$ cat src/rtl/qdec_ctx_arb.sv
// ============================================================================
// Module      : qdec_ctx_arb
// Description : Round-robin context-access arbiter between CABAC syntax
//               sub-FSMs and the shared context memory / arithmetic decoder.
// Revision    : 1.0 - initial release
// ============================================================================
`default_nettype none

module qdec_ctx_arb #(
  parameter int N_CLIENT = 4,
  parameter int ADDR_W   = 10,
  parameter int RD_LAT   = 2
) (
  input  logic                         clk,
  input  logic                         rst,
  // context init engine
  input  logic                         init_we,
  input  logic [ADDR_W-1:0]            init_addr,
  input  logic [7:0]                   init_wdata,
  output logic                         init_rdy,
  input  logic                         flush,
  // client requests
  input  logic [N_CLIENT-1:0]          req_vld,
  input  logic [N_CLIENT*ADDR_W-1:0]   req_addr,
  input  logic [N_CLIENT-1:0]          req_ep,
  output logic [N_CLIENT-1:0]          req_rdy,
  // context memory
  output logic [ADDR_W-1:0]            ctx_addr,
  output logic                         ctx_re,
  output logic                         ctx_we,
  output logic [7:0]                   ctx_wdata,
  input  logic [7:0]                   ctx_rdata,
  // arithmetic decoder
  output logic [6:0]                   ctxState,
  output logic                         mps,
  output logic                         EPMode,
  output logic [2:0]                   grant_id,
  output logic                         ctxState_vld,
  input  logic                         ctxState_rdy,
  input  logic [7:0]                   ctxStateUpdate,
  input  logic                         ctxStateUpdate_vld,
  output logic                         ctxStateUpdate_rdy,
  // status
  output logic                         busy,
  output logic                         err_intr
);

  localparam logic [1:0] c_ST_IDLE = 2'd0;
  localparam logic [1:0] c_ST_RD   = 2'd1;
  localparam logic [1:0] c_ST_PRES = 2'd2;
  localparam logic [1:0] c_ST_UPD  = 2'd3;

  localparam logic [2:0] c_RD_LAT  = 3'(RD_LAT);
  localparam logic [2:0] c_LAST_ID = 3'(N_CLIENT - 1);

  logic [1:0]        r_state;
  logic [1:0]        w_state_nxt;
  logic [2:0]        r_rr_ptr;
  logic [2:0]        r_grant_id;
  logic [2:0]        r_rd_cnt;
  logic [ADDR_W-1:0] r_addr;
  logic              r_ep;
  logic              r_cache_vld;
  logic [ADDR_W-1:0] r_cache_addr;
  logic [7:0]        r_cache_data;
  logic              r_ctx_re;
  logic              r_ctx_we;
  logic [ADDR_W-1:0] r_ctx_addr;
  logic [7:0]        r_ctx_wdata;
  logic [7:0]        r_pres_data;
  logic              r_pres_vld;
  logic              r_ep_mode;
  logic              r_err;

  logic              w_idle;
  logic              w_found;
  logic [2:0]        w_gnt_id;
  logic [ADDR_W-1:0] w_gnt_addr;
  logic              w_gnt_ep;
  logic              w_grant;
  logic              w_init_acc;
  logic              w_hit;
  logic              w_rd_done;
  logic              w_pres_hs;
  logic              w_upd_acc;
  logic              w_err;

  // Two-pass search: clients at or above the pointer first, then wrap to 0.
  always_comb begin
    w_found    = 1'b0;
    w_gnt_id   = 3'd0;
    w_gnt_addr = '0;
    w_gnt_ep   = 1'b0;
    for (int i = 0; i < N_CLIENT; i++) begin
      if (!w_found && req_vld[i] && (i >= int'(r_rr_ptr))) begin
        w_found  = 1'b1;
        w_gnt_id = 3'(i);
      end
    end
    for (int i = 0; i < N_CLIENT; i++) begin
      if (!w_found && req_vld[i]) begin
        w_found  = 1'b1;
        w_gnt_id = 3'(i);
      end
    end
    for (int i = 0; i < N_CLIENT; i++) begin
      if (w_gnt_id == 3'(i)) begin
        w_gnt_addr = req_addr[i*ADDR_W +: ADDR_W];
        w_gnt_ep   = req_ep[i];
      end
    end
  end

  assign w_idle     = (r_state == c_ST_IDLE);
  assign w_init_acc = w_idle && init_we && !rst;
  assign w_grant    = w_idle && !init_we && w_found && !rst;
  assign w_hit      = r_cache_vld && (r_cache_addr == w_gnt_addr);
  assign w_rd_done  = (r_state == c_ST_RD) && (r_rd_cnt == c_RD_LAT);
  assign w_pres_hs  = (r_state == c_ST_PRES) && r_pres_vld && ctxState_rdy;
  assign w_upd_acc  = (r_state == c_ST_UPD) && ctxStateUpdate_vld;
  assign w_err      = !rst && ((ctxStateUpdate_vld && (r_state != c_ST_UPD)) ||
                               (ctxState_rdy && !r_pres_vld));

  // State register
  always_ff @(posedge clk) begin
    if (rst) begin
      r_state <= c_ST_IDLE;
    end else begin
      r_state <= w_state_nxt;
    end
  end

  // Next-state logic
  always_comb begin
    w_state_nxt = r_state;
    case (r_state)
      c_ST_IDLE: begin
        if (w_grant) begin
          w_state_nxt = (w_gnt_ep || w_hit) ? c_ST_PRES : c_ST_RD;
        end
      end
      c_ST_RD: begin
        if (w_rd_done) begin
          w_state_nxt = c_ST_PRES;
        end
      end
      c_ST_PRES: begin
        if (w_pres_hs) begin
          w_state_nxt = r_ep ? c_ST_IDLE : c_ST_UPD;
        end
      end
      c_ST_UPD: begin
        if (w_upd_acc) begin
          w_state_nxt = c_ST_IDLE;
        end
      end
      default: w_state_nxt = c_ST_IDLE;
    endcase
  end

  // Output logic
  always_comb begin
    init_rdy           = w_init_acc;
    ctxStateUpdate_rdy = (r_state == c_ST_UPD) && !rst;
    busy               = !w_idle;
  end

  genvar gi;
  for (gi = 0; gi < N_CLIENT; gi++) begin : g_req_rdy
    assign req_rdy[gi] = w_grant && (w_gnt_id == 3'(gi));
  end

  // Transaction context and round-robin pointer
  always_ff @(posedge clk) begin
    if (rst) begin
      r_addr     <= '0;
      r_ep       <= 1'b0;
      r_grant_id <= 3'd0;
      r_rr_ptr   <= 3'd0;
    end else if (w_grant) begin
      r_addr     <= w_gnt_addr;
      r_ep       <= w_gnt_ep;
      r_grant_id <= w_gnt_id;
      r_rr_ptr   <= (w_gnt_id == c_LAST_ID) ? 3'd0 : w_gnt_id + 3'd1;
    end
  end

  // Memory strobes are single-cycle; address and data return to 0 when idle.
  always_ff @(posedge clk) begin
    if (rst) begin
      r_ctx_re    <= 1'b0;
      r_ctx_we    <= 1'b0;
      r_ctx_addr  <= '0;
      r_ctx_wdata <= 8'd0;
    end else begin
      r_ctx_re    <= 1'b0;
      r_ctx_we    <= 1'b0;
      r_ctx_addr  <= '0;
      r_ctx_wdata <= 8'd0;
      if (w_init_acc) begin
        r_ctx_we    <= 1'b1;
        r_ctx_addr  <= init_addr;
        r_ctx_wdata <= init_wdata;
      end else if (w_grant && !w_gnt_ep && !w_hit) begin
        r_ctx_re    <= 1'b1;
        r_ctx_addr  <= w_gnt_addr;
      end else if (w_upd_acc) begin
        r_ctx_we    <= 1'b1;
        r_ctx_addr  <= r_addr;
        r_ctx_wdata <= ctxStateUpdate;
      end
    end
  end

  // Read-latency counter and presentation register
  always_ff @(posedge clk) begin
    if (rst) begin
      r_rd_cnt    <= 3'd0;
      r_pres_data <= 8'd0;
      r_pres_vld  <= 1'b0;
      r_ep_mode   <= 1'b0;
    end else begin
      if (w_grant) begin
        r_rd_cnt <= 3'd0;
        if (w_gnt_ep) begin
          r_pres_data <= 8'd0;
          r_ep_mode   <= 1'b1;
          r_pres_vld  <= 1'b1;
        end else if (w_hit) begin
          r_pres_data <= r_cache_data;
          r_pres_vld  <= 1'b1;
        end
      end
      if (r_state == c_ST_RD) begin
        if (w_rd_done) begin
          r_pres_data <= ctx_rdata;
          r_pres_vld  <= 1'b1;
          r_rd_cnt    <= 3'd0;
        end else begin
          r_rd_cnt <= r_rd_cnt + 3'd1;
        end
      end
      if (w_pres_hs) begin
        r_pres_data <= 8'd0;
        r_pres_vld  <= 1'b0;
        r_ep_mode   <= 1'b0;
      end
    end
  end

  // Last-written-context cache; invalidation wins over a same-cycle load.
  always_ff @(posedge clk) begin
    if (rst) begin
      r_cache_vld  <= 1'b0;
      r_cache_addr <= '0;
      r_cache_data <= 8'd0;
    end else begin
      if (w_upd_acc) begin
        r_cache_addr <= r_addr;
        r_cache_data <= ctxStateUpdate;
      end
      if (flush || w_init_acc) begin
        r_cache_vld <= 1'b0;
      end else if (w_upd_acc) begin
        r_cache_vld <= 1'b1;
      end
    end
  end

  always_ff @(posedge clk) begin
    if (rst) begin
      r_err <= 1'b0;
    end else begin
      r_err <= w_err;
    end
  end

  assign ctx_addr     = r_ctx_addr;
  assign ctx_re       = r_ctx_re;
  assign ctx_we       = r_ctx_we;
  assign ctx_wdata    = r_ctx_wdata;
  assign ctxState     = r_pres_data[7:1];
  assign mps          = r_pres_data[0];
  assign EPMode       = r_ep_mode;
  assign grant_id     = r_grant_id;
  assign ctxState_vld = r_pres_vld;
  assign err_intr     = r_err;

endmodule

`default_nettype wire

$ cat config.mk
export PLATFORM = sky130hd
export DESIGN_NAME = qdec_ctx_arb
export DESIGN_NICKNAME = d
export VERILOG_FILES = /design/src/rtl/qdec_ctx_arb.sv
export SDC_FILE = /design/constraint.sdc
export NUM_CORES = 1
export LEC_CHECK = 0
export ABC_AREA = 1
export BUFFER_PORTS_ARGS = -buffer_cell sky130_fd_sc_hd__buf_2
export CAP_MARGIN = 5
export CORE_UTILIZATION = 45
export DETAILED_ROUTE_END_ITERATION = 8
export PLACE_DENSITY = 0.77
export SETUP_SLACK_MARGIN = 0.3
export SLEW_MARGIN = 20
export SYNTH_ARGS = -nofsm -noshare
export SYNTH_HDL_FRONTEND = slang
export SYNTH_SLANG_ARGS = --single-unit
$ cat constraint.sdc
create_clock -name clk -period 2.91 [get_ports clk]
set_clock_uncertainty 0.15 [all_clocks]
set_input_delay 0.1455 -clock clk [delete_from_list [all_inputs] [get_ports clk]]
set_output_delay 0.1455 -clock clk [all_outputs]
set_load 0.01 [all_outputs]
Yosys cells after proc, flatten, opt, wreduce, memory -nomap -nowiden --
Cells that the tools add are included.
Operators by class: equality and inequality tests 13, divide/modulo/power cells 0, multiplexer cells 54, bitwise gates (word level) 0, order comparisons 4, add/sub/neg operators 2, reduce and logical (&&, ||, !) cells 55, multiply operators 0, shift operators 0
Operator list (count):
- $mux W10 | 7
- $mux W8 | 8
- $logic_and A1 B1 Y1 | 31
- $mux W3 | 10
- $mux W1 | 22
- $logic_not A1 Y1 | 13
- $mux W2 | 6
- $eq A10 B10 Y1 | 1
- $eq A3 B2 Y1 const B | 3
- $ne A2 B2 Y1 const B | 4
- $pmux W2 S4 | 1
- $add A3 B1 Y3 const B | 2
- $ge A1 B3 Y1 const A | 2
- $ge A2 B3 Y1 const A | 2
- $reduce_or A2 Y1 | 3
- $eq A2 B2 Y1 const B | 2
- $reduce_and A4 Y1 | 1
- $eq A3 B1 Y1 const B | 1
- $logic_not A3 Y1 | 1
- $logic_or A1 B1 Y1 | 3
- $eq A2 B1 Y1 const B | 1
- $logic_not A2 Y1 | 1
- $ne A2 B1 Y1 const B | 1
- $reduce_and A2 Y1 | 1
- $reduce_bool A2 Y1 | 1
Storage, ports and cells: output and inout bits 41, bits in read-only memories 0, word-level logic and storage cells 145, memories kept 0, latch bits 0, bits of input ports 88, RAM bits 0, register bits after elaboration 72

Logic depth before layout (Yosys ltp) --
Gate-level depths: netlist (run 1).
depth in word-level cells 39, gate-level depth with buffers 28, depth with buffers taken out 26

Worst setup path before layout (run 1) --
OpenSTA, ideal clock, no wires.
path kind register to register, from reg r_rr_ptr[1], to reg r_pres_data[0], stages on the path, launching flop included 27, required time 2.651 ns, path buffers 2, setup time 0.109 ns, slack -0.052 ns, arrival 2.704 ns, clock period less this slack 2.962 ns, cells stage by stage dfxtp_1 > nor3_1 > a21oi_1 > nand2_1 > nor2_1 > nand2_1 > o21ai_0 > inv_1 > ha_1 > buf_6 > a21oi_2 > nand2_2 > nand2_2 > nand2_2 > nand2_2 > nand2_2 > inv_2 > nand2_1 > nor2_2 > nand3_2 > nand2_2 > inv_2 > buf_6 > nand2_2 > nand3_1 > nand2_1 > inv_1
On the way: longest elaborated chain between the ends 39, elaborated cells between the ends (all ways) 58
RTL lines:
- start: declaration | line 58 | logic [2:0] r_rr_ptr;
- start signal: assignment | line 184 | r_rr_ptr <= (w_gnt_id == c_LAST_ID) ? 3'd0 : w_gnt_id + 3'd1;
- $ge A1 B3 Y1 | line 95 | if (!w_found && req_vld[i] && (i >= int'(r_rr_ptr))) begin
- $logic_and A1 B1 Y1 | line 95
- $mux W1 | line 95
- $logic_not A1 Y1 | line 95
- $logic_and A1 B1 Y1 (2 in a row) | line 95
- $mux W1 | line 95
- $logic_not A1 Y1 | line 95
- $logic_and A1 B1 Y1 (2 in a row) | line 95
- (+17 left out)
- net w_gnt_id[1] | line 77 | logic [2:0] w_gnt_id;
- (+1 left out)
- $mux W10 (4 in a row) | line 107 | if (w_gnt_id == 3'(i)) begin
- $eq A10 B10 Y1 | line 117 | assign w_hit = r_cache_vld && (r_cache_addr == w_gnt_addr);
- $logic_and A1 B1 Y1 | line 117
- $mux W8 | line 229 | end else if (w_hit) begin
- $mux W8 * | line 225 | if (w_gnt_ep) begin
- $mux W8 * | line 223 | if (w_grant) begin
- $mux W8 | line 235 | if (w_rd_done) begin
- $mux W8 * | line 234 | if (r_state == c_ST_RD) begin
- end signal: assignment | line 230 | r_pres_data <= r_cache_data;
- end signal: assignment | line 236 | r_pres_data <= ctx_rdata;
- end: declaration | line 70 | logic [7:0] r_pres_data;
Mark *: on every way through the listed nets, which the timed path passes. The rest lies on a longest branch. A chain may end at the register's enable or synchronous reset.

Worst setup path after layout (run 1) --
from reg r_rr_ptr[1], to reg r_ctx_addr[3] (netlist: ctx_addr[3])
On the way: longest elaborated chain between the ends 38, elaborated cells between the ends (all ways) 59
RTL lines:
- $ge A1 B3 Y1 | line 95
- $logic_and A1 B1 Y1 | line 95
- $mux W1 | line 95
- $logic_not A1 Y1 | line 95
- $logic_and A1 B1 Y1 (2 in a row) | line 95
- $mux W1 | line 95
- $logic_not A1 Y1 | line 95
- $logic_and A1 B1 Y1 (2 in a row) | line 95
- (+17 left out)
- net w_gnt_id[1] | line 77
- $logic_not A3 Y1 | line 107
- $mux W10 (4 in a row) | line 107
- $eq A10 B10 Y1 | line 117
- $logic_and A1 B1 Y1 | line 117
- $logic_not A1 Y1 | line 204 | end else if (w_grant && !w_gnt_ep && !w_hit) begin
- $logic_and A1 B1 Y1 | line 204
- $mux W10 * | line 204
- $mux W10 * | line 200 | if (w_init_acc) begin
- end signal: assignment | line 202 | r_ctx_addr <= init_addr;
- end signal: assignment | line 206 | r_ctx_addr <= w_gnt_addr;
- end signal: assignment | line 209 | r_ctx_addr <= r_addr;
- end: declaration | line 68 | logic [ADDR_W-1:0] r_ctx_addr;
Marks and branches as above.

==> results of run 1 <==
## synthesized netlist by cell type
cell type / n
nand2_1: 164
dfxtp_1: 70
nor2_1: 60
a21oi_1: 51
inv_1: 48
o21ai_0: 37
nand3_1: 30
nand2_2: 25
clkbuf_1: 11
inv_2: 10
nand4_1: 8
a31oi_1: 7
a21oi_2: 6
ha_1: 6
nand3_2: 6
buf_2: 5
buf_6: 4
nor2_2: 4
or2_2: 4
buf_4: 3
nor3_1: 3
a211oi_1: 2
nor2_4: 2
o21a_1: 2
a22oi_1: 1
and3_1: 1
conb_1: 1
nand3b_1: 1
nor3_2: 1
o211ai_1: 1
## layout by cell type, fill, tap and decap left out, types with 2 or more instances in the layout
cell type / n
nor2_4: 5
nand2_2: 40
a21oi_4: 2
clkinv_4: 2
or2_2: 3
dlygate4sd3_1: 49
nor2_1: 53
inv_2: 10
nand4_1: 8
buf_4: 37
nor3_1: 2
inv_1: 42
inv_4: 5
inv_6: 4
o21ai_1: 4
nand3_2: 11
nand2_4: 4
buf_2: 127
clkbuf_8: 9
a21oi_1: 44
nor3_4: 2
nand2_1: 144
o21ai_0: 28
buf_6: 15
nor2_2: 8
dfxtp_1: 68
a31oi_1: 6
bufinv_16: 2
nand3_1: 24
ha_1: 2
o21ai_2: 5
a21oi_2: 11
ha_4: 4
## power by group through the flow
stage	Combinational, W	Clock, W	Sequential [W]
after floorplan	0.000811	0	0.00118
after global placement	0.00118	0	0.00115
after detailed placement	0.00121	0	0.00116
after CTS	0.00151	0.000919	0.00114
after global routing	0.00187	0.000965	0.00116
final	0.00174	0.000931	0.00115
## per-layer routing
metal	global-route usage (%)	wire (µm)
met1	35.3	5380
met2	53.3	7070
met3	5.50	1110
met4	14.2	512
met5	3.21	0
## repair_timing
| item | CTS | global route |
|---|---|---|
| setup buffers | 23 | 9 |
| resized for setup | 50 | 54 |
| hold endpoints to repair | 40 | 0 |
| hold buffers | 49 | 0 |
| cloned | 1 | 0 |
| endpoints found under the setup margin | 22 | 26 |
| pin swaps | 11 | 36 |
## flip-flops by register name, summed over array words and instances, names as in the netlist
register and flops:
r_rr_ptr 2, ctx_wdata 8, r_rd_cnt 3, r_cache_addr 10
err_intr 1, r_ep 1, r_cache_data 8, ctx_we 1
ctx_addr 10, EPMode 1, ctx_re 1, r_cache_vld 1
grant_id 2, ctxState_vld 1, r_state 2, r_pres_data 8
r_addr 10
## area by class of cell
| cell class | count | area, µm² |
|---|---|---|
| fill | 613 | 2230 |
| tap | 105 | 131 |
| sequential | 70 | 1410 |
| clock inverter | 7 | 104 |
| inverter | 58 | 235 |
| timing repair buffer | 230 | 1610 |
| multi-input combinational | 423 | 2340 |
| clock buffer | 9 | 124 |
## path summary, 6_finish.rpt
check | cells after the start | slack, ns | end
worst min-delay path | 5 | 0.02 | r_pres_data[3]
worst min register to register | 2 | 0.30 | r_pres_data[4]
worst max-delay path | 25 | -0.32 | ctx_addr[3]
worst max register to register | 25 | -0.32 | ctx_addr[3]
## per-stage QoR
step	setup slack, ns	hold WS, ns	power, W	cell area (µm²)	std cells
6_report	-0.319	0.0222	0.00382	5950	902
5_1_grt	-0.451	0.0648	0.00400	5950	902
4_1_cts	-0.0321	0.00806	0.00357	5690	893
3_5_place_dp	-0.192	0.164	0.00237	4630	804
3_3_place_gp	-0.0461	0.156	0.00234	4630	804
2_1_floorplan	0.221	0.0679	0.00200	3830	574
## cell families (layout without fill, tap and decap cells)
group                    after synthesis  after routing  share of synthesized area [%]
adder cells (fa/ha/maj)                6              6                           1.98
flip-flops                            70             70                           37.0
AO/OA/AOI/OAI                        107            107                           15.4
AND/OR/NAND/NOR                      309            309                           36.2
other                                  1              1                         0.0991
buffers and inverters                 81            304                           9.30
## worst register-to-register path, cell delays in order (launching register included)
cell	delay [ns]
dfxtp_4	0.40
inv_4	0.05
a21oi_4	0.16
nand2_1	0.08
nor2_2	0.15
nand2_1	0.09
o21ai_2	0.20
inv_2	0.08
buf_4	0.14
ha_4	0.18
buf_6	0.13
nand3_1	0.07
nand2_1	0.07
nand2_2	0.08
nand2_2	0.06
nand2_2	0.06
nand2_1	0.09
inv_2	0.07
nand2_2	0.06
nor2_4	0.09
nand3_2	0.12
nand2_4	0.13
buf_6	0.15
a21oi_2	0.07
o21ai_2	0.10
nand2_1	0.08
==> reports/metrics.cfg, run 1 <==
[critical_path]
cp-startpoint = r_rr_ptr[1]
path_max_fanout = 6
cp.required_ns = 3.02
start_kind = register
r2r-start = r_rr_ptr[1]
worstPathArrival_ns = 3.34
crit_slowest_cell = dfxtp_4
end_kind = register
critical_path.most_common_cell = nand2_1
worst-path-buf-inv = 6
critPathMaxStageDelay_ns = 0.40
timing.setup.critical_path_class = reg2reg
critPathTopFamily = simple AND/OR/NAND/NOR gates

[power]
power_switching_w = 0.00151
pwr-share-comb_pct = 45.6
leakage_nw = 2.87
swShare_pct = 39.4
seqPwrFrac_pct = 30.1
p_clk_share_pct = 24.3
cellPowerDensity_nw_per_um2 = 643
peakVddDrop_uv = 345
p_int_w = 0.00232

[cells_and_area]
antennaDiodeCount = 0
final_util_pct = 72.8
final_nets = 886
synthToLayoutAreaGrowth_pct = 57.3
drive_gt1_share_pct = 39.8

[synth]
yosysTopAreaCellShare_pct = 37.0
netlist_area_um2 = 3780
synth_area_per_cell_um2 = 6.59
yosys.area.top_type = dfxtp_1
ys_ff_latch = 70
ys_top_cells_by_area = dfxtp_1, nand2_1, a21oi_1, nor2_1, o21ai_0
yosysSeqAreaShare_pct = 37.0
syn_nets = 668
synth_cell_types = 30
netlist_instances = 574
yosys_warnings = 0

[timing]
tightest_slew_ns = 0.721
period_minus_slack_ns = 3.23
fmax_mhz = 310
worst_slack_ns = -0.319
slew_viol_final = 0
setup_violations = 22
min_period_over_period_pct = 111
rsz0062_at_grt = true
finalHoldViolCount = 0
tns_ns = -5.12
max_slew_margin_pct = 51.9

[global_routing]
antenna_found_initial = 0
grt_pass1_vias = 4548
gr-usage-all-layers_pct = 30.4
grt_max_degree = 27
grt_first_pass_wirelength_um = 20700
grt_overflow = 0

[clock_network]
cts_tree = yes
root_buffer = clkbuf_8
clkTransAtPathRegs_ns = 0.08
cts.htree.levels = 3
clockBufferDepth = 2
numClockSinks = 70
clk_latency_ns = 0.37
cts_made_buffers = 9

[die]
ios = 129
die_area_um2 = 8780
die_h_um = 93.7
rows = 33
fp.dieW_um = 93.7
start_util_pct = 46.3
core_um2 = 8180

[placement]
io_buffers = 127
dpl.hpwl_um = 8180
gp_congestion = 0.895

[route]
initialDrtViolationCount = 594
via_count = 4844
avgRoutedWirePerCell_um = 15.6
ant_nets = 0
dr.pass1.iters = 9
wirelength_um = 14100
route.detailed.drc = 2
vias_per_cell = 5.37

[hold_path]
hp-start = ctx_rdata[3]
hp-class = in2reg

[outcome]
status = complete, but fails checks
violations = DRC, setup timing

[flow_run]
drv_cap = 0

(Power assumes the default switching activity.)
==> run 2, diff against run 1 <==
--- a/config.mk
+++ b/config.mk
@@ -12,6 +12,7 @@
 export DETAILED_ROUTE_END_ITERATION = 8
 export PLACE_DENSITY = 0.77
 export SETUP_SLACK_MARGIN = 0.3
+export SKIP_CTS_REPAIR_TIMING = 1
 export SLEW_MARGIN = 20
 export SYNTH_ARGS = -nofsm -noshare
 export SYNTH_HDL_FRONTEND = slang
==> run 2 against run 1 <==
The flow finishes with violations (DRC, hold timing, setup timing); routed wire length is 2.6% lower; die area stayed put; sequential power hardly changed; critical endpoint is now r_pres_data[3].
==> reports/metrics.cfg, run 2 (same netlist as run 1, synthesis figures left out) <==
[die]
start_util_pct = 46.3  ; unchanged
die_h_um = 93.7  ; unchanged
fp.dieW_um = 93.7  ; unchanged
die_area_um2 = 8780  ; unchanged
ios = 129  ; unchanged
rows = 33  ; unchanged
core_um2 = 8180  ; unchanged

[timing]
max_slew_margin_pct = 51.9  ; +0.059 points
tightest_slew_ns = 0.720  ; -0.000888 ns
rsz0062_at_grt = true
holdWs_ns = -0.0483  ; -0.0705 ns
min_period_over_period_pct = 112  ; +1.5 points
fmax_mhz = 306  ; -1.3%
period_minus_slack_ns = 3.27  ; +0.0424 ns
worst_slack_ns = -0.361  ; -0.0424 ns
tns_ns = -5.49  ; -0.369 ns
slew_viol_final = 0  ; unchanged
finalHoldViolCount = 5  ; +5
setup_violations = 22  ; unchanged

[critical_path]
end_kind = register
critical_path.most_common_cell = nand2_1
crit_slowest_cell = dfxtp_4
timing.setup.critical_path_class = reg2reg
cp.required_ns = 3.02  ; about the same
critPathTopFamily = simple AND/OR/NAND/NOR gates
worst-path-buf-inv = 7  ; +1
critPathMaxStageDelay_ns = 0.40  ; about the same
r2r-start = r_rr_ptr[1]
worstPathArrival_ns = 3.39  ; +0.05 ns
cp-startpoint = r_rr_ptr[1]
start_kind = register
path_max_fanout = 9  ; +3

[placement]
gp_congestion = 0.895  ; unchanged
dpl.hpwl_um = 8180  ; unchanged
io_buffers = 127  ; unchanged
dp_cells = 804  ; unchanged
dp_slack_ns = -0.192  ; unchanged

[power]
p_clk_share_pct = 25.0  ; +0.7 points
power_w = 0.00371  ; -2.9%
peakVddDrop_uv = 348  ; +0.79%
swShare_pct = 39.7  ; +0.27 points
cellPowerDensity_nw_per_um2 = 642  ; about the same
leakage_nw = 2.79  ; -2.9%
power_switching_w = 0.00147  ; -2.3%
p_int_w = 0.00224  ; -3.4%
pwr-share-comb_pct = 44.0  ; -1.6 points
seqPwrFrac_pct = 31.0  ; +0.9 points

[route]
route.detailed.drc = 4  ; +2
initialDrtViolationCount = 510  ; -14%
dr.pass1.iters = 8  ; -1
via_count = 4815  ; -0.60%
wirelength_um = 13700  ; -2.6%
vias_per_cell = 5.42  ; +0.85%
ant_nets = 0  ; unchanged
avgRoutedWirePerCell_um = 15.4  ; -1.2%

[clock_network]
root_buffer = clkbuf_8
cts_made_buffers = 9  ; unchanged
cts_tree = yes
clockBufferDepth = 2  ; unchanged
cts.htree.levels = 3  ; unchanged
clkTransAtPathRegs_ns = 0.08  ; about the same
clk_latency_ns = 0.37  ; about the same
numClockSinks = 70  ; unchanged

[global_routing]
grt_max_degree = 27  ; unchanged
antenna_found_initial = 0  ; unchanged
grt_first_pass_wirelength_um = 17400  ; -16%
gr-usage-all-layers_pct = 25.5  ; -4.9 points
grt_overflow = 0  ; unchanged
grt_pass1_vias = 3853  ; -15%

[cells_and_area]
synthToLayoutAreaGrowth_pct = 52.8
final_nets = 872  ; -1.6%
drive_gt1_share_pct = 38.1  ; -1.7 points
finalNonFillerCells = 889  ; -1.4%
final_common_cell = nand2_1
final_cell_mix = nand2_1, buf_2, dfxtp_1

[hold_path]
hp-class = in2reg
hp-start = ctx_rdata[2]

[flow_run]
drv_cap = 0  ; unchanged

[outcome]
violations = DRC, hold timing, setup timing
status = complete, but fails checks

## run 2: cell types whose count changed in the layout (fill, tap and decap cells not counted), moves of 4 or more
cell and change:
nand2_2 -5, buf_4 -4, nand2_1 +4, buf_6 -5
dlygate4sd3_1 -5
## run 2: power by group through the flow
stage / combinational, W / sequential [W] / clock [W]
final: 0.00163 / 0.00115 / 0.000929
after global routing: 0.00177 / 0.00116 / 0.000965
after CTS: 0.00122 / 0.00114 / 0.000919
after detailed placement: 0.00121 / 0.00116 / 0
after global placement: 0.00118 / 0.00115 / 0
after floorplan: 0.000811 / 0.00118 / 0
## run 2: cell type report
| class | count | area, µm² |
|---|---|---|
| inverter | 58 | 230 |
| clock buffer | 9 | 124 |
| tap | 105 | 131 |
| fill | 645 | 2400 |
| timing repair buffer | 216 | 1460 |
| clock inverter | 7 | 104 |
| antenna | 1 | 2.50 |
| multi-input combinational | 423 | 2320 |
| sequential | 70 | 1410 |
## run 2: metrics by stage
stage                     util, %  cell area, µm²
after floorplan                 -            3830
after global placement       56.7            4630
after detailed placement     56.7            4630
after CTS                    59.4            4860
after global routing         70.6            5780
final                        70.7            5780
## run 2: final timing paths
path,to,slack [ns],cells after the start
worst max register to register,r_pres_data[3],-0.36,25
worst max-delay path,r_pres_data[3],-0.36,25
worst min-delay path,r_pres_data[2],-0.05,5
worst min register to register,r_pres_data[4],0.31,2
## run 2: routing by layer
layer,wire length (µm),vias to the layer above,track usage (%)
li1,-,2247,-
met1,5070,2190,31.7
met2,6850,312,43.7
met3,1230,66,4.69
met4,559,0,9.10
met5,0,-,0
## run 2: tightest hold or removal path, delay by kind of cell
family | cells | cell delay (ns)
buf+inv | 2 | 0.12
simple gates | 3 | 0.16
==> run 3, diff against run 2 <==
--- a/config.mk
+++ b/config.mk
@@ -7,8 +7,9 @@
 export LEC_CHECK = 0
 export ABC_AREA = 1
 export BUFFER_PORTS_ARGS = -buffer_cell sky130_fd_sc_hd__buf_2
-export CAP_MARGIN = 5
-export CORE_UTILIZATION = 45
+export CELL_PAD_IN_SITES_DETAIL_PLACEMENT = 1
+export CELL_PAD_IN_SITES_GLOBAL_PLACEMENT = 1
+export CORE_UTILIZATION = 31
 export DETAILED_ROUTE_END_ITERATION = 8
 export PLACE_DENSITY = 0.77
 export SETUP_SLACK_MARGIN = 0.3
==> run 3 against run 2 <==
The run ends with hold timing, setup timing left; sequential cell count is the same; die area increased by 44%; global-route usage fell by 2.7 points; clock power is 41% higher; sequential share of layout area decreased by 0.62 points; final cell count increased by 4.4%; register-to-register slack improved by 0.04 ns; maximum frequency is 1.2% higher; critical endpoint is now ctx_addr[3].
==> reports/metrics.cfg, run 3 (same netlist as run 1, synthesis figures left out) <==
[outcome]
status = complete, but fails checks
violations = hold timing, setup timing

[route]
route.detailed.drc = 0  ; -4
ant_nets = 0  ; unchanged
initialDrtViolationCount = 237  ; -54%
wirelength_um = 17000  ; +24%
via_count = 4782  ; -0.69%
avgRoutedWirePerCell_um = 18.4  ; +19%
dr.pass1.iters = 5  ; -3
vias_per_cell = 5.15  ; -4.9%

[clock_network]
cts_tree = yes
numClockSinks = 70  ; unchanged
cts_made_buffers = 9  ; unchanged
root_buffer = clkbuf_16
cts.htree.levels = 3  ; unchanged
clockBufferDepth = 2  ; unchanged
clk_latency_ns = 0.34  ; -0.03 ns
clkTransAtPathRegs_ns = 0.06  ; -0.02 ns

[cells_and_area]
synthToLayoutAreaGrowth_pct = 56.8
antennaDiodeCount = 0  ; -1
finalNonFillerCells = 928  ; +4.4%
final_cell_mix = nand2_1, buf_2, dfxtp_1
final_nets = 874  ; +0.23%
final_common_cell = nand2_1
drive_gt1_share_pct = 39.9  ; +1.8 points
final_util_pct = 50.8  ; -20 points

[global_routing]
grt_pass1_vias = 4441  ; +15%
gr-usage-all-layers_pct = 22.7  ; -2.7 points
grt_max_degree = 27  ; unchanged
grt_overflow = 0  ; unchanged
antenna_found_initial = 0  ; unchanged
grt_first_pass_wirelength_um = 22300  ; +28%

[die]
die_h_um = 112  ; +20%
rows = 39  ; +18%
core_um2 = 11700  ; +43%
die_area_um2 = 12600  ; +44%
start_util_pct = 32.4  ; -14 points
fp.dieW_um = 112  ; +20%
ios = 129  ; unchanged

[placement]
io_buffers = 127  ; unchanged
dpl.hpwl_um = 10600  ; +30%
gp_congestion = 0.932  ; +4.1%
dp_cells = 856  ; +6.5%

[critical_path]
end_kind = register
worstPathArrival_ns = 3.30  ; -0.09 ns
start_kind = register
path_max_fanout = 11  ; +2
worst_r2r_path_depth = 21  ; -16%
timing.setup.critical_path_class = reg2reg
cp.required_ns = 2.98  ; -0.04 ns

[timing]
holdWs_ns = -0.0418  ; +0.00647 ns
worst_slack_ns = -0.324  ; +0.0378 ns
period_minus_slack_ns = 3.23  ; -0.0378 ns
tightest_slew_ns = 0.730  ; +0.00983 ns
max_slew_margin_pct = 50.9  ; -0.98 points
setup_violations = 22  ; unchanged
min_period_over_period_pct = 111  ; -1.3 points
finalHoldViolCount = 5  ; unchanged
fmax_mhz = 309  ; +1.2%
slew_viol_final = 0  ; unchanged
rsz0062_at_grt = true

[power]
cellPowerDensity_nw_per_um2 = 719  ; +12%
peakVddDrop_uv = 321  ; -7.7%
power_w = 0.00426  ; +15%
leakage_nw = 2.85  ; +2.3%

[hold_path]
hp-class = in2reg
hold_depth = 3  ; -2

[flow_run]
drv_cap = 0  ; unchanged

[run 3: changes by cell type in the layout (fill, tap and decap cells not counted), sizes merged]
cell	change
inv	-1
dlygate4sd3	-9
diode	-1
clkinvlp	+1
clkbuf	+1
bufinv	+1
clkinv	-1
buf	+10
[run 3: final timing paths]
path                            slack (ns)              to    startpoint
worst min register to register        0.31       r_addr[5]     r_addr[5]
worst min-delay path                 -0.04  r_pres_data[5]  ctx_rdata[5]
worst max register to register       -0.32     ctx_addr[3]   r_rr_ptr[1]
worst max-delay path                 -0.32     ctx_addr[3]   r_rr_ptr[1]
[run 3: through the flow]
stage | TNS (ns) | setup WS, ns | instance area, µm² | hold WS (ns)
detailed placement | -3.77 | -0.248 | 4780 | 0.165
finish | -5.47 | -0.324 | 5930 | -0.0418
global route | -8.77 | -0.459 | 5930 | 0.0105
global placement | -0.00885 | -0.00602 | 4780 | 0.156
CTS | -4.85 | -0.311 | 5130 | -0.173
floorplan | 0 | 0.221 | 3830 | 0.0679
[run 3: power by group]
| part | leakage [nW] | internal, W | switching (W) |
|---|---|---|---|
| combinational | 2.11 | 0.000732 | 0.00107 |
| sequential | 0.571 | 0.00108 | 0.0000743 |
| clock | 0.166 | 0.000842 | 0.000467 |
| total | 2.85 | 0.00266 | 0.00161 |
[run 3: critical path, stage by stage (launching register included)]
cell and delay, ns:
dfxtp_4 0.39, inv_4 0.05, a21oi_4 0.17, nand2_2 0.09, nor2_4 0.13, nand2_1 0.06, and3_4 0.17, ha_2 0.22
buf_6 0.16, a21oi_1 0.14, nand2_1 0.11, nand2_2 0.10, nand2_2 0.07, nand2_1 0.15, nand3_1 0.17, nor2_4 0.17
nand3_4 0.10, nand2_4 0.13, buf_6 0.14, a21oi_1 0.06, o21ai_1 0.11, nand2_1 0.08
[run 3: layer usage]
metal  up-vias  GRT usage (%)  part of all wire, %
li1       2258              -                    -
met1      2322           26.2                   38
met2       148           43.8                   53
met3        54           3.08                  4.8
met4         0           5.87                  4.1
met5         -              0                    0
[run 3: area by class of cell]
class / count / area (µm²)
Clock buffer: 9 / 225
Clock inverter: 7 / 120
Fill cell: 1493 / 5730
Inverter: 58 / 238
Multi-Input combinational cell: 423 / 2280
Sequential cell: 70 / 1410
Tap cell: 143 / 179
Timing Repair Buffer: 218 / 1480
